[src/rtl/r_decode_gen.sv]
// Header-stripping burst decoder: realigns data beats behind a one-beat header
// and checks the burst length against the header's beat-count field.
module r_decode_gen #(
  parameter int unsigned DATA_W   = 128,
  parameter int unsigned HDR_W    = 24,
  parameter int unsigned HDR_DROP = 4,
  parameter int unsigned LEN_LSB  = 0,
  parameter int unsigned LEN_W    = 8
) (
  input  logic                                 clk,
  input  logic                                 reset_n,
  input  logic [DATA_W-1:0]                    in_data,
  input  logic                                 in_last,
  input  logic                                 in_valid,
  output logic                                 in_ready,
  output logic [DATA_W+HDR_W-HDR_DROP+2-1:0]   out_r,
  output logic                                 out_valid,
  input  logic                                 out_ready,
  output logic [31:0]                          pkt_cnt,
  output logic [15:0]                          err_cnt
);

  localparam int unsigned HW = HDR_W - HDR_DROP;
  localparam int unsigned CW = DATA_W - HDR_W;
  localparam int unsigned OW = DATA_W + HW + 2;

  typedef enum logic [2:0] {
    ST_HDR   = 3'b001,
    ST_DATA  = 3'b010,
    ST_DRAIN = 3'b100
  } state_e;

  state_e            state_q, state_d;
  logic [HW-1:0]     hdr_q, hdr_d;
  logic [CW-1:0]     carry_q, carry_d;
  logic [LEN_W-1:0]  cnt_q, cnt_d;
  logic [OW-1:0]     out_r_q, out_r_d;
  logic              out_valid_q, out_valid_d;
  logic [31:0]       pkt_cnt_q, pkt_cnt_d;
  logic [15:0]       err_cnt_q, err_cnt_d;

  logic              accept;
  logic [LEN_W-1:0]  len;
  logic              emit, emit_last, emit_err;
  logic [HW-1:0]     emit_hdr;
  logic [DATA_W-1:0] emit_data;

  assign in_ready = reset_n & (~out_valid_q | out_ready);
  assign accept   = in_valid & in_ready;
  assign len      = hdr_q[LEN_LSB +: LEN_W];

  // State register
  always_ff @(posedge clk or negedge reset_n) begin
    if (!reset_n) state_q <= ST_HDR;
    else          state_q <= state_d;
  end

  // Next-state logic
  always_comb begin
    state_d = state_q;
    unique case (state_q)
      ST_HDR:   if (accept && !in_last) state_d = ST_DATA;
      ST_DATA: begin
        if (accept) begin
          if (in_last)           state_d = ST_HDR;
          else if (cnt_q == len) state_d = ST_DRAIN;
        end
      end
      ST_DRAIN: if (accept && in_last) state_d = ST_HDR;
      default:  state_d = ST_HDR;
    endcase
  end

  // Datapath and output beat formation
  always_comb begin
    hdr_d     = hdr_q;
    carry_d   = carry_q;
    cnt_d     = cnt_q;
    emit      = 1'b0;
    emit_last = 1'b0;
    emit_err  = 1'b0;
    emit_hdr  = hdr_q;
    emit_data = '0;
    unique case (state_q)
      ST_HDR: begin
        if (accept) begin
          hdr_d    = in_data[HDR_W-1:HDR_DROP];
          carry_d  = in_data[DATA_W-1:HDR_W];
          cnt_d    = '0;
          emit_hdr = in_data[HDR_W-1:HDR_DROP];
          // Header-only packet: flag it with an empty errored beat
          if (in_last) begin
            emit      = 1'b1;
            emit_last = 1'b1;
            emit_err  = 1'b1;
          end
        end
      end
      ST_DATA: begin
        if (accept) begin
          emit      = 1'b1;
          emit_data = {in_data[HDR_W-1:0], carry_q};
          carry_d   = in_data[DATA_W-1:HDR_W];
          cnt_d     = cnt_q + LEN_W'(1);
          if (in_last) begin
            emit_last = 1'b1;
            emit_err  = (cnt_q != len);
          end else if (cnt_q == len) begin
            emit_last = 1'b1;
            emit_err  = 1'b1;
          end
        end
      end
      default: ;
    endcase
  end

  // Output register and statistics
  always_comb begin
    out_r_d     = out_r_q;
    out_valid_d = out_valid_q & ~out_ready;
    pkt_cnt_d   = pkt_cnt_q;
    err_cnt_d   = err_cnt_q;
    if (emit) begin
      out_r_d     = {emit_last, emit_err, emit_hdr, emit_data};
      out_valid_d = 1'b1;
      if (emit_last) pkt_cnt_d = pkt_cnt_q + 32'd1;
      if (emit_err && (err_cnt_q != 16'hFFFF)) err_cnt_d = err_cnt_q + 16'd1;
    end
  end

  always_ff @(posedge clk or negedge reset_n) begin
    if (!reset_n) begin
      hdr_q       <= '0;
      carry_q     <= '0;
      cnt_q       <= '0;
      out_r_q     <= '0;
      out_valid_q <= 1'b0;
      pkt_cnt_q   <= '0;
      err_cnt_q   <= '0;
    end else begin
      hdr_q       <= hdr_d;
      carry_q     <= carry_d;
      cnt_q       <= cnt_d;
      out_r_q     <= out_r_d;
      out_valid_q <= out_valid_d;
      pkt_cnt_q   <= pkt_cnt_d;
      err_cnt_q   <= err_cnt_d;
    end
  end

  assign out_r     = out_r_q;
  assign out_valid = out_valid_q;
  assign pkt_cnt   = pkt_cnt_q;
  assign err_cnt   = err_cnt_q;

endmodule
[config.mk]
export PLATFORM = sky130hd
export DESIGN_NAME = r_decode_gen
export DESIGN_NICKNAME = d
export VERILOG_FILES = /design/src/rtl/r_decode_gen.sv
export SDC_FILE = /design/constraint.sdc
export NUM_CORES = 1
export LEC_CHECK = 0
export ABC_AREA = 0
export ABC_CLOCK_PERIOD_IN_PS = 6920
export BUFFER_PORTS_ARGS = -buffer_cell sky130_fd_sc_hd__clkbuf_2
export CAP_MARGIN = 20
export CORE_AREA = 2 2 206 147
export DETAILED_ROUTE_END_ITERATION = 12
export DIE_AREA = 0 0 208 149
export MAX_ROUTING_LAYER = met4
export PLACE_DENSITY = 0.75
export REMOVE_ABC_BUFFERS = 1
export SYNTH_ARGS = -nofsm -noshare
export SYNTH_HDL_FRONTEND = slang
export SYNTH_SLANG_ARGS = --single-unit
[constraint.sdc]
create_clock -name clk -period 6.92 [get_ports clk]
set_clock_uncertainty 0.05 [all_clocks]
set_input_delay 1.384 -clock clk [delete_from_list [all_inputs] [get_ports clk]]
set_output_delay 1.384 -clock clk [all_outputs]
set_load 0.02 [all_outputs]
==> results.sh <==
export IMPL_hpwl_um=20500
export IMPL_rsz0062_at_grt="no"
export IMPL_p_clk_share_pct=39.4
export IMPL_num_rows=53
export IMPL_outcome="complete, no violations"
export IMPL_ys_warn_count=0
export IMPL_dpl_cell_area_mm2=0.0149
export IMPL_critPathRequiredTime_ps=7250
export IMPL_portBuffers=332
export IMPL_drtAntennaViolNets=0
export IMPL_synth_distinct_cells=50
export IMPL_grt_met1_usage_pct=27.4
export IMPL_final_util_pct=55.0
export IMPL_swShare_pct=26.4
export IMPL_grt_overflow_total=0
export IMPL_yosysMostFrequentCell="nand2_1"
export IMPL_tns_ps=0
export IMPL_antenna_found_initial=2
export IMPL_yosysSeqAreaShare_pct=64.6
export IMPL_path_clk_slew_ps=60
export IMPL_setup_viol=0
export IMPL_synth_edf_count=0
export IMPL_syn_to_final_growth_pct=24.5
export IMPL_critPathMaxFanout=113
export IMPL_ys_top_cells_by_count="nand2_1 (347), dfrtp_1 (333), a22o_1 (129)"
export IMPL_cpLargestDelayFamily="buffers and inverters"
export IMPL_nFillCells=2489
export IMPL_finalWorstSetupSlack_ps=3100
export IMPL_pwr_share_comb_pct=13.1
export IMPL_layout_nets=1553
export IMPL_start_util_pct=44.2
export IMPL_synth_cells=1097
export IMPL_intPower_uw=3640
export IMPL_critPathMaxStageDelay_ps=720
export IMPL_critical_path_slowest_cell="buf_4"
export IMPL_first_pass_iters=5
export IMPL_cp_arrival_ps=4150
export IMPL_ctsHoldBuffers=0
export IMPL_drt_iter0_drc=679
export IMPL_insertion_delay_ps=510
export IMPL_cts_setup_buffers=0
export IMPL_cts_resized=0
export IMPL_coreArea_mm2=0.0293
export IMPL_busiest_layer="met2"
export IMPL_worstSetupStartpointType="input pin"
export IMPL_vias_per_cell=5.18
export IMPL_crit_buf_inv=2
export IMPL_fin_crit_sh_pct=55.2
export IMPL_synth_top_area_cell="dfrtp_1"
export IMPL_dieArea_mm2=0.0310
export IMPL_die_w_um=208
export IMPL_grt_pass1_wl_um=50200
export IMPL_boundaryPins=333
export IMPL_cap_violations=0
export IMPL_hold_violations=0
export IMPL_cts_sinks=334
export IMPL_cts_tree="built"
export IMPL_cts_buffers=34
export IMPL_dieHeight_um=149
export IMPL_grt_pass1_vias=9491
export IMPL_layout_drive_gt1_share_pct=31.8
export IMPL_synthFlopType="dfrtp_1"
export IMPL_globalplace_congestion=0.828
export IMPL_post_route_min_period_ps=3820
export IMPL_htreeDepth=2
export IMPL_fin_area_mm2=0.0161
export IMPL_slew_headroom_pct=27.7
export IMPL_clock_path_buffers=3
export IMPL_grtUsageMet3_pct=5.73
export IMPL_synth_top_area_share_pct=64.4
export IMPL_post_place_ws_ps=2470
export IMPL_dr_total_vias=9474
export IMPL_tightest_slew_ps=1080
export IMPL_synth_ff_latch_count=334
export IMPL_grt_max_degree=160
export IMPL_drt_wl_total_um=31200
export IMPL_powerDensity_mw_per_mm2=307
export IMPL_track_usage_pct=20.7
export IMPL_max_freq_ghz=0.262
export IMPL_worstSetupPathType="in2reg"
export IMPL_drc=0
export IMPL_ir_drop_v=0.000191
export IMPL_seq_power_share_pct=47.5
export IMPL_use_met2_pct=31.4
export IMPL_p_leak_uw=0.00860
export IMPL_total_power_uw=4940
export IMPL_postSynthAreaPerCell_um2=11.8
export IMPL_synthTopCellsByArea="dfrtp_1 (64%), nand2_1 (10%), a22o_1 (8.7%)"
export IMPL_power_switching_uw=1310
export IMPL_slew_viol_final=0
export IMPL_async_flop_share_pct=100
export IMPL_netlist_area_mm2=0.0129
export IMPL_wl_per_cell_um=17.1
export IMPL_endpoint_kind="flip-flop"
export IMPL_path_cells="buf_8 > and2_0 > and4_4 > buf_4 > nand4_1 > o211ai_1 > o31ai_1"
export IMPL_clock_root_buffer="clkbuf_16"
export IMPL_min_path_type="reg2reg"
## placed cells by master, fill, tap and decap left out, types with 4 or more instances in the layout
cell	netlist	layout
nand2_1	347	347
dfrtp_1	333	333
clkbuf_2	0	331
a22o_1	129	129
mux2_2	39	39
clkbuf_16	0	37
xor2_1	29	29
xnor2_1	26	26
nand3_1	20	20
nor2_1	18	18
nand4_1	14	14
o21ai_0	10	10
clkbuf_8	0	10
buf_4	2	10
and3_1	9	9
clkinv_2	0	7
nor3_1	6	6
inv_1	6	6
nor4_1	4	4
ha_1	4	4
## registers in the layout (all words and copies together), names as in the netlist
name / count
carry_q: 104
cnt_q: 8
err_cnt: 16
hdr_q: 20
out_r: 150
out_valid: 1
pkt_cnt: 32
state_q: 3
## per-stage QoR
step,hold slack [ps],instances
floorplan,397,1037
global placement,408,1765
detailed placement,413,1765
CTS,429,1827
global route,444,1829
finish,423,1829
## final timing paths
path / slack [ps] / from / cells after the start / endpoint
max in group asynchronous: 3770 / reset_n / 3 / carry_q[70]$_DFFE_PN0P_
min reg2reg: 420 / carry_q[54]$_DFFE_PN0P_ / 2 / carry_q[54]$_DFFE_PN0P_
max reg2reg: 3980 / state_q[0]$_DFFE_PN1P_ / 6 / carry_q[42]$_DFFE_PN0P_
min in group asynchronous: 870 / reset_n / 1 / err_cnt[13]$_DFFE_PN0P_
max: 3100 / reset_n / 7 / cnt_q[7]$_DFFE_PN0P_
min: 420 / carry_q[54]$_DFFE_PN0P_ / 2 / carry_q[54]$_DFFE_PN0P_
## cells by family (layout without fill, tap and decap cells)
group           after synthesis  in the layout  share of synthesized area (%)
mux                          41             41                           3.57
compound gates              153            153                           10.2
flops                       334            334                           64.6
fa+ha+maj                     4              4                          0.387
other cells                   0              2                              0
simple gates                444            444                           14.9
buf+inv                      66            411                           2.62
xor+xnor                     55             55                           3.72
## power groups by stage
stage | Clock (uW) | Combinational, uW | Sequential [uW]
after floorplan | 0 | 280 | 2460
after detailed placement | 0 | 654 | 2380
final | 1950 | 645 | 2350
after CTS | 2010 | 659 | 2350
after global routing | 2080 | 717 | 2380
after global placement | 0 | 635 | 2370
## final cells by class
class | instances | area [um2] | share of cell area (%)
diodes | 2 | 5.00 | 0.0311
well taps | 385 | 482 | 2.99
clock buffers | 49 | 1070 | 6.65
inverters | 6 | 22.5 | 0.140
multi-input cells | 697 | 4260 | 26.4
flip-flops and latches | 334 | 8360 | 51.9
repair buffers | 343 | 1770 | 11.0
clock inverters | 13 | 150 | 0.932
## worst min-delay path: stages, from the launching register on
cell and delay [ps]:
dfrtp_1 340, nand2_1 50, nand2_1 60
## metal layers
metal / wire length [um] / part of all wire (%)
met2: 14200 / 46
met5: 0 / 0
met1: 13900 / 44
met4: 680 / 2.2
met3: 2420 / 7.8
No activity file was read; power rests on OpenSTA's default activity.
